--- src/rtl/axi_frame_reader.sv ---
// axi_frame_reader
//   AXI4 read master that fetches one stored frame from the framebuffer and
//   streams it out as AXI_DATA_WIDTH-bit words with valid/ready. One frame is
//   read per frame_start pulse. There is only one burst in flight at a time,
//   and every burst is a fixed-length INCR burst.
//
// Ports
//   M_AXI_ACLK, M_AXI_ARESET  clock; synchronous active-high reset
//   frame_start, frame_sel    start pulse; buffer select sampled with it
//   busy, err, overrun        frame in progress; sticky error/overrun flags
//   M_AXI_AR*                 read address channel (static fields tied off)
//   M_AXI_R*                  read data channel
//   m_data/m_valid/m_last     output word stream; m_last marks the frame end
//   m_ready                   downstream ready
module axi_frame_reader #(
    parameter int AXI_ID_WIDTH = 1,
    parameter int AXI_ADDR_WIDTH = 32,
    parameter int AXI_DATA_WIDTH = 128,
    parameter int BURST_LEN = 64,
    parameter logic [AXI_ADDR_WIDTH-1:0] BASE_ADDR = 32'h1000_0000,
    parameter logic [AXI_ADDR_WIDTH-1:0] FRAME_STRIDE = 32'h0040_0000,
    parameter int FRAME_BURSTS = 3600
) (
    input  logic                      M_AXI_ACLK,
    input  logic                      M_AXI_ARESET,
    input  logic                      frame_start,
    input  logic                      frame_sel,
    output logic                      busy,
    output logic                      err,
    output logic                      overrun,
    output logic [AXI_ID_WIDTH-1:0]   M_AXI_ARID,
    output logic [AXI_ADDR_WIDTH-1:0] M_AXI_ARADDR,
    output logic [7:0]                M_AXI_ARLEN,
    output logic [2:0]                M_AXI_ARSIZE,
    output logic [1:0]                M_AXI_ARBURST,
    output logic                      M_AXI_ARLOCK,
    output logic [3:0]                M_AXI_ARCACHE,
    output logic [2:0]                M_AXI_ARPROT,
    output logic [3:0]                M_AXI_ARQOS,
    output logic                      M_AXI_ARVALID,
    input  logic                      M_AXI_ARREADY,
    input  logic [AXI_ID_WIDTH-1:0]   M_AXI_RID,
    input  logic [AXI_DATA_WIDTH-1:0] M_AXI_RDATA,
    input  logic [1:0]                M_AXI_RRESP,
    input  logic                      M_AXI_RLAST,
    input  logic                      M_AXI_RVALID,
    output logic                      M_AXI_RREADY,
    output logic [AXI_DATA_WIDTH-1:0] m_data,
    output logic                      m_valid,
    output logic                      m_last,
    input  logic                      m_ready
);
    localparam int DB      = AXI_DATA_WIDTH / 8;
    localparam int BEAT_W  = $clog2(BURST_LEN + 1);
    localparam int BURST_W = $clog2(FRAME_BURSTS + 1);
    localparam logic [BEAT_W-1:0]         BEAT_LAST   = BEAT_W'(BURST_LEN - 1);
    localparam logic [BURST_W-1:0]        BURST_LAST  = BURST_W'(FRAME_BURSTS - 1);
    localparam logic [AXI_ADDR_WIDTH-1:0] BURST_BYTES = AXI_ADDR_WIDTH'(BURST_LEN * DB);

    typedef enum logic [1:0] {IDLE, ADDR, DATA, FLUSH} state_t;

    state_t state, state_nx;

    logic [BEAT_W-1:0]  beat_cnt;
    logic [BURST_W-1:0] burst_cnt;

    // Two-entry skid buffer: head feeds the output port, tail catches the
    // beat that arrives while the head is stalled.
    logic [AXI_DATA_WIDTH-1:0] head_data, tail_data;
    logic                      head_last, tail_last;
    logic [1:0]                count;

    logic pop, full, r_hs, beat_end, frame_end;

    // Static read-address fields.
    assign M_AXI_ARID    = '0;
    assign M_AXI_ARLEN   = 8'(BURST_LEN - 1);
    assign M_AXI_ARSIZE  = 3'($clog2(DB));
    assign M_AXI_ARBURST = 2'b01;
    assign M_AXI_ARLOCK  = 1'b0;
    assign M_AXI_ARCACHE = 4'b0011;
    assign M_AXI_ARPROT  = 3'b000;
    assign M_AXI_ARQOS   = 4'b0000;

    // Read IDs are not checked: only one burst is ever outstanding.
    logic unused_rid;
    assign unused_rid = ^M_AXI_RID;

    assign m_valid = (count != 2'd0);
    assign m_data  = head_data;
    // head_last can be stale once the buffer drains, so gate it with valid.
    assign m_last  = head_last && m_valid;
    assign pop     = m_valid && m_ready;

    // A pop this cycle frees a slot, so a full buffer can still accept a
    // beat in the same cycle and sustain one word per clock.
    assign full      = (count == 2'd2) && !pop;
    assign r_hs      = M_AXI_RVALID && (state == DATA) && !full;
    assign beat_end  = r_hs && (beat_cnt == BEAT_LAST);
    assign frame_end = beat_end && (burst_cnt == BURST_LAST);

    always_ff @(posedge M_AXI_ACLK) begin
        if (M_AXI_ARESET) state <= IDLE;
        else              state <= state_nx;
    end

    always_comb begin
        // NOTE: every signal written here gets a default first, so no path can leave one unassigned and infer a latch.
        state_nx      = state;
        M_AXI_ARVALID = 1'b0;
        M_AXI_RREADY  = 1'b0;
        busy          = (state != IDLE);
        case (state)
            IDLE: begin
                if (frame_start) state_nx = ADDR;
            end
            ADDR: begin
                M_AXI_ARVALID = 1'b1;
                if (M_AXI_ARREADY) state_nx = DATA;
            end
            DATA: begin
                M_AXI_RREADY = !full;
                if (beat_end) state_nx = frame_end ? FLUSH : ADDR;
            end
            FLUSH: begin
                // The final word is the last one pushed, so its handshake
                // also leaves the buffer empty.
                if (pop && m_last) state_nx = IDLE;
            end
            default: state_nx = IDLE;
        endcase
    end

    always_ff @(posedge M_AXI_ACLK) begin
        if (M_AXI_ARESET) begin
            // NOTE: the buffer entries are reset too, because head_data drives m_data directly and must read zero after reset.
            M_AXI_ARADDR <= '0;
            beat_cnt     <= '0;
            burst_cnt    <= '0;
            err          <= 1'b0;
            overrun      <= 1'b0;
            head_data    <= '0;
            tail_data    <= '0;
            head_last    <= 1'b0;
            tail_last    <= 1'b0;
            count        <= 2'd0;
        end else begin
            // NOTE: state updates use <= so every flop samples pre-edge values regardless of statement order.
            if (state == IDLE && frame_start) begin
                M_AXI_ARADDR <= BASE_ADDR + (frame_sel ? FRAME_STRIDE : '0);
                beat_cnt     <= '0;
                burst_cnt    <= '0;
            end

            if (frame_start && busy) overrun <= 1'b1;

            if (r_hs) begin
                // Errors are flagged but the data still flows and the burst
                // still counts; there is no retry.
                if (M_AXI_RRESP != 2'b00 || M_AXI_RLAST != (beat_cnt == BEAT_LAST))
                    err <= 1'b1;
                if (beat_cnt == BEAT_LAST) begin
                    beat_cnt     <= '0;
                    burst_cnt    <= burst_cnt + BURST_W'(1);
                    M_AXI_ARADDR <= M_AXI_ARADDR + BURST_BYTES;
                end else begin
                    beat_cnt <= beat_cnt + BEAT_W'(1);
                end
            end

            case ({r_hs, pop})
                2'b10: begin
                    if (count == 2'd0) begin
                        head_data <= M_AXI_RDATA;
                        head_last <= frame_end;
                    end else begin
                        tail_data <= M_AXI_RDATA;
                        tail_last <= frame_end;
                    end
                    count <= count + 2'd1;
                end
                2'b01: begin
                    head_data <= tail_data;
                    head_last <= tail_last;
                    count     <= count - 2'd1;
                end
                2'b11: begin
                    if (count == 2'd1) begin
                        head_data <= M_AXI_RDATA;
                        head_last <= frame_end;
                    end else begin
                        head_data <= tail_data;
                        head_last <= tail_last;
                        tail_data <= M_AXI_RDATA;
                        tail_last <= frame_end;
                    end
                end
                default: ;
            endcase
        end
    end
endmodule

--- config.mk ---
export PLATFORM = sky130hd
export DESIGN_NAME = axi_frame_reader
export DESIGN_NICKNAME = d
export VERILOG_FILES = /design/src/rtl/axi_frame_reader.sv
export SDC_FILE = /design/constraint.sdc
export NUM_CORES = 1
export LEC_CHECK = 0
export ABC_AREA = 1
export BUFFER_PORTS_ARGS = -buffer_cell sky130_fd_sc_hd__clkbuf_2
export CAP_MARGIN = 20
export CORE_MARGIN = 2
export CORE_UTILIZATION = 54
export CTS_CLUSTER_SIZE = 40
export DETAILED_ROUTE_END_ITERATION = 8
export PLACE_DENSITY_LB_ADDON = 0.2
export SYNTH_ARGS = -nofsm -noshare
export SYNTH_HDL_FRONTEND = slang
export SYNTH_SLANG_ARGS = --single-unit
export TNS_END_PERCENT = 50
--- constraint.sdc ---
create_clock -name M_AXI_ACLK -period 2.5 [get_ports M_AXI_ACLK]
set_input_delay 0.25 -clock M_AXI_ACLK [delete_from_list [all_inputs] [get_ports M_AXI_ACLK]]
set_output_delay 0.25 -clock M_AXI_ACLK [all_outputs]
set_load 0.005 [all_outputs]
# Word-level counts from Yosys, hierarchy flattened
# Index checks and enable logic that the tools add are counted.
[word_totals]
reg_bits = 315
out_inout_bits = 193
mem_bits_rw = 0
romBits = 0
latchBits = 0
elab_cells = 92
memories = 0
in_bits = 139
[op_classes]
div_mod_pow = 0
magnitude_cmp = 0
mul = 0
n_reduce_logical = 26
n_eq_ne = 18
n_shift = 0
addsub = 6
n_bitwise = 0
n_mux = 31
[ops]
columns = ["operator", "n"]
rows = [
  ["2-to-1 mux 128 bit", 4],
  ["case mux 128 bit (3 select lines)", 1],
  ["case mux 128 bit (2 select lines)", 1],
  ["2-to-1 mux 32 bit", 3],
  ["2-to-1 mux 12 bit", 3],
  ["adder 32 x 11 -> 32 bit (second input constant)", 1],
  ["adder 29 x 23 -> 30 bit (first input constant)", 1],
  ["2-to-1 mux 23 bit", 1],
  ["2-to-1 mux 7 bit", 3],
  ["!= test 2 bit (second input constant)", 7],
  ["adder 12 x 1 -> 12 bit (second input constant)", 1],
  ["== test 12 bit (second input constant)", 1],
  ["nonzero test 2 bit", 6],
  ["== test 2 bit (second input constant)", 5],
  ["logical AND 1 bit", 10],
  ["2-to-1 mux 2 bit", 5],
  ["case mux 2 bit (4 select lines)", 1],
  ["adder 7 x 1 -> 7 bit (second input constant)", 1],
  ["== test 7 x 6 -> 1 bit (second input constant)", 1],
  ["== test 2 x 1 -> 1 bit (second input constant)", 3],
  ["2-to-1 mux 1 bit", 6],
  ["zero test 2 bit", 2],
  ["case mux 2 bit (2 select lines)", 1],
  ["AND reduction 2 bit", 2],
  ["10 further kinds", 11],
]

# Longest topological paths before layout
[logic_depth]
ltp_word = 11
depth_mapped = 12
depth_no_buf = 11

# Worst setup path after synthesis
# OpenSTA, ideal clock, no wires.
[synth_path]
path_kind = "reg-to-reg"
start = "register count[0]"
end = "register head_data[127] (netlist: m_data[127])"
t_required_ns = 2.384
period_less_slack_ns = 1.795
n_path_buf = 2
stages_incl_launch_ff = 13
setup_time_ns = 0.116
path_slack_ns = 0.705
arrival_ns = 1.679
path_cell_list = "dfxtp_1 -> inv_1 -> ha_1 -> inv_2 -> nand2_4 -> a21oi_4 -> nand2_1 -> nand2_2 -> inv_2 -> buf_6 -> buf_4 -> nor2_1 -> nor2_1"
[synth_via]
elab_chain_cells = 9
[synth_lines]
columns = ["element", "line", "text"]
rows = [
  ["start, declared", "71", "logic [1:0] count;"],
  ["start signal, assigned", "180", "count <= count + 2'd1;"],
  ["start signal, assigned", "185", "count <= count - 2'd1;"],
  ["nonzero test 2 bit (*)", "89", "assign m_valid = (count != 2'd0);"],
  ["net m_valid", "49", "output logic m_valid,"],
  ["logical AND 1 bit (*)", "93", "assign pop = m_valid && m_ready;"],
  ["zero test 1 bit", "97", "assign full = (count == 2'd2) && !pop;"],
  ["logical AND 1 bit", "97", ""],
  ["zero test 1 bit", "98", "assign r_hs = M_AXI_RVALID && (state == DATA) && !full;"],
  ["logical AND 1 bit", "98", ""],
  ["== test 2 bit / == test 2 x 1 -> 1 bit (equally long branches)", "171", "case ({r_hs, pop})"],
  ["!= test 2 bit (no source line) / nonzero test 3 bit (equally long branches)", "n/a", ""],
  ["AND reduction 2 bit (no source line)", "n/a", ""],
  ["end signal, assigned", "183", "head_data <= tail_data;"],
  ["end signal, assigned", "192", "head_data <= tail_data;"],
  ["end, declared", "69", "logic [AXI_DATA_WIDTH-1:0] head_data, tail_data;"],
]
# Mark *: on every way through the listed nets, which the timed path passes. The rest lies on a longest branch.
# A chain may end at the register's enable or synchronous reset.

# Final worst setup path
[layout_path]
start = "register count[0]"
end = "register M_AXI_ARADDR[23]"
[layout_via]
elab_chain_cells = 7
[layout_lines]
columns = ["element", "line", "text"]
rows = [
  ["nonzero test 2 bit", "89", ""],
  ["logical AND 1 bit", "93", ""],
  ["zero test 1 bit", "97", ""],
  ["logical AND 1 bit (*)", "97", ""],
  ["zero test 1 bit (*)", "98", ""],
  ["logical AND 1 bit (*)", "98", ""],
  ["2-to-1 mux 32 bit (*)", "157", "if (r_hs) begin"],
  ["end signal, assigned", "150", "M_AXI_ARADDR <= BASE_ADDR + (frame_sel ? FRAME_STRIDE : '0);"],
  ["end signal, assigned", "165", "M_AXI_ARADDR <= M_AXI_ARADDR + BURST_BYTES;"],
  ["end, declared", "32", "output logic [AXI_ADDR_WIDTH-1:0] M_AXI_ARADDR,"],
]
# Every way passes the cells marked *; elsewhere a longest branch is shown, timed or not.

==> insert_results.sql <==
INSERT INTO impl_metrics (metric_group, metric, value, unit) VALUES
('pwr', 'power_frac_comb', '31.6', '%'),
('hold_path', 'timing.hold.worst.class', 'in2reg', ''),
('clocking', 'clock_tree.htree_level_count', '2', ''),
('pwr', 'p_clk_share', '30.9', '%'),
('clocking', 'cts-buffers-inserted', '35', ''),
('global_route', 'grt.met1_usage', '32.3', '%'),
('yosys', 'synth_cell_type_count', '39', ''),
('global_route', 'grt_overflow_total', '0', ''),
('yosys', 'synth_async_sr_flop_share', '0', '%'),
('sta', 'min_period_over_period', '89.7', '%'),
('drt', 'route.detailed.vias_per_inst', '5.18', ''),
('global_route', 'maximum_number_of_pins_on_one_net_before_global_route_repair', '131', ''),
('drt', 'postRouteAntennaNets', '0', ''),
('drt', 'wire_per_inst', '13.9', 'microns'),
('worst_setup_path', 'cp_data_arrival_time', '2670', 'ps'),
('sta', 'final.setup_skew', '13.7', 'ps'),
('cells_and_area', 'insertedDiodeCount', '0', ''),
('global_route', 'grt-busiest-layer', 'met2', ''),
('cells_and_area', 'layout.filler_cells', '2082', ''),
('status', 'status', 'completed', ''),
('worst_setup_path', 'ws_path_type', 'reg2reg', ''),
('pwr', 'power.switching_fraction', '34.8', '%'),
('global_route', 'vias_in_the_first_global_route', '11890', ''),
('global_route', 'grt_util_all_layers', '25.7', '%'),
('sta', 'timing.final.hold_violations', '0', ''),
('yosys', 'synth_compound_gate_area_share', '21.9', '%'),
('yosys', 'post_synth.cell_area_avg', '7.18', 'sq um'),
('floorplanning', 'ioPinCount', '332', ''),
('drt', 'first_pass_iters', '5', ''),
('yosys', 'post_synth_fa_ha_maj_area_fraction', '0.556', '%'),
('floorplanning', 'core_area', '24500', 'sq um'),
('yosys', 'netlist.area_leader.share', '46.7', '%'),
('floorplanning', 'design.die.area', '26300', 'sq um'),
('yosys', 'synthXorXnorAreaFrac', '0.259', '%'),
('pwr', 'cellLeakagePower', '0.00724', 'uW'),
('drt', 'initialDrtViolationCount', '873', ''),
('floorplanning', 'die_h', '162', 'microns'),
('pwr', 'peak_supply_drop', '758', 'uV'),
('yosys', 'synth_ff_type', 'dfxtp_1', ''),
('pwr', 'cellPowerDensity', '1140', 'nW/um^2'),
('floorplanning', 'start_util', '55.2', '%'),
('sta', 'setup-tns-final', '0', 'ps'),
('floorplanning', 'num_rows', '57', ''),
('yosys', 'register_bit_total_from_synthesis', '315', ''),
('yosys', 'synth_top_family_by_area', 'compound AO/OA/AOI/OAI gates', ''),
('yosys', 'netlist_top_cells_area', 'dfxtp_1 (47%), o21ai_0 (14%), nor2_1 (8.8%), nand2_1 (6.9%), a21oi_1 (6.0%)', ''),
('yosys', 'syn_area', '13500', 'sq um'),
('place', 'post-dp-hpwl', '22000', 'microns'),
('clocking', 'clock_tree_from_tritoncts', 'done', ''),
('clocking', 'worstSkewPairLatency', '510', 'ps'),
('global_route', 'antenna_found_initial', '0', ''),
('yosys', 'muxShareOfSynthArea', '0', '%'),
('place', 'detailed_place.area', '15000', 'sq um'),
('yosys', 'synth_edf_count', '0', ''),
('global_route', 'wire_length_of_the_first_global_routing_pass', '56600', 'microns'),
('yosys', 'synth.yosys.seq_area_share', '46.7', '%'),
('drt', 'drc', '0', ''),
('cells_and_area', 'final_layout_size_suffix_gt1_share', '18.9', '%'),
('clocking', 'cts.sinks', '315', ''),
('clocking', 'clockBufferDepth', '3', ''),
('worst_setup_path', 'end_kind', 'flip-flop', ''),
('clocking', 'clkTransAtPathRegs', '60', 'ps'),
('yosys', 'ys.warnings.count', '0', ''),
('cells_and_area', 'finalNetCount', '2271', ''),
('global_route', 'use_met3', '6.89', '%'),
('pwr', 'power_frac_seq', '37.5', '%'),
('global_route', 'groute.layer.met2.usage', '42.3', '%'),
('sta', 'max_slew.worst_pin.slew', '830', 'ps'),
('clocking', 'post_cts_hold_buffer_count', '0', ''),
('place', 'numPortBuffers', '304', ''),
('worst_setup_path', 'critical_path_required', '2930', 'ps');
worst paths after layout:
path	from	endpoint	cells past startpoint	slack, ps
max	count[0]	M_AXI_ARADDR[23]	11	260
min	frame_start	overrun	3	20
max reg2reg	count[0]	M_AXI_ARADDR[23]	11	260
min reg2reg	M_AXI_ARADDR[0]	M_AXI_ARADDR[0]	2	440
layout by cell type, fill, tap and decap left out, types with 2 or more instances in the layout:
cell / synthesis / final
a31oi_1: 2 / 2
clkbuf_16: 0 / 37
clkbuf_2: 0 / 304
inv_1: 177 / 176
nand2_1: 250 / 250
conb_1: 2 / 26
a22oi_1: 3 / 3
buf_12: 0 / 11
clkinv_2: 0 / 2
buf_4: 45 / 18
nor3_1: 12 / 12
o211ai_1: 2 / 2
inv_2: 3 / 2
bufinv_16: 0 / 7
xor2_1: 3 / 3
nor2_1: 317 / 317
nand3_1: 39 / 39
a21oi_1: 163 / 163
nand4_1: 10 / 10
nand3b_1: 2 / 2
dfxtp_1: 315 / 315
nand2_4: 1 / 2
o21ai_0: 376 / 376
or2_2: 2 / 2
clkbuf_8: 0 / 9
ha_1: 6 / 6
nor2_2: 3 / 3
o21ai_1: 28 / 28
clkbuf_1: 56 / 6
o31ai_1: 2 / 2
or2_0: 2 / 2
power groups by stage:
stage               registers, uW  logic, uW  clock network, uW
finish                       6990       5890               5760
global route                 7120       6720               6040
CTS                          6980       5940               5840
detailed placement           7050       5900                  0
global placement             7040       5790                  0
floorplan                    7060       3780                  0
worst max-delay path, cell delays in order (launching register included):
cell	delay (ps)
dfxtp_1	360
inv_1	80
ha_1	260
inv_2	130
nand2_4	120
nand2_1	160
nand2_2	160
nor2_4	250
buf_4	220
nand2_1	80
or2_0	200
a21oi_1	140
routing by layer:
metal	vias to the layer above	part of all wire, %
li1	6521	-
met1	5816	42
met2	394	47
met3	80	7.7
met4	0	3.3
met5	-	0
registers in the layout, summed over array words and instances, names as in the netlist:
| name | flops |
|---|---|
| err | 1 |
| tail_last | 1 |
| count | 2 |
| beat_cnt | 7 |
| burst_cnt | 12 |
| m_data | 128 |
| head_last | 1 |
| M_AXI_ARADDR | 32 |
| overrun | 1 |
| tail_data | 128 |
| state | 2 |
stage by stage:
stage	std cells	worst slack [ps]	hold slack (ps)	total power, uW
after global placement	2413	321	425	12800
after global routing	2475	9.31	37.3	19900
after floorplan	1907	705	394	10800
final	2475	259	19.3	18600
after CTS	2475	235	0.638	18800
after detailed placement	2413	286	430	12900
area by class of cell:
cell class / count / area, sq um / share of cell area [%]
clock buffers: 52 / 1070 / 6.56
clock inverters: 10 / 231 / 1.42
flip-flops and latches: 315 / 6310 / 38.6
multi-input cells: 1261 / 5760 / 35.3
well taps: 324 / 405 / 2.48
inverters: 180 / 683 / 4.18
repair buffers: 333 / 1880 / 11.5
Yosys cell counts (3+ instances only):
library cell	count
buf_6	13
ha_1	6
nor3_1	12
inv_1	177
a22oi_1	3
nor2_2	3
o21ai_0	376
clkbuf_1	56
nor2_1	317
buf_4	45
xor2_1	3
nand3_1	39
o21ai_1	28
buf_2	36
a21oi_1	163
dfxtp_1	315
nand2_1	250
nand4_1	10
inv_2	3
cell families (layout without fill, tap and decap cells):
group	Yosys count	in the layout
AOI/OAI and AO/OA	581	581
DFF	315	315
buffers and inverters	331	575
adders and majority gates	6	6
other	2	26
and+or+nand+nor	644	644
xor gates and xnor gates	4	4
Note: power is estimated with default switching activity, not from simulation.
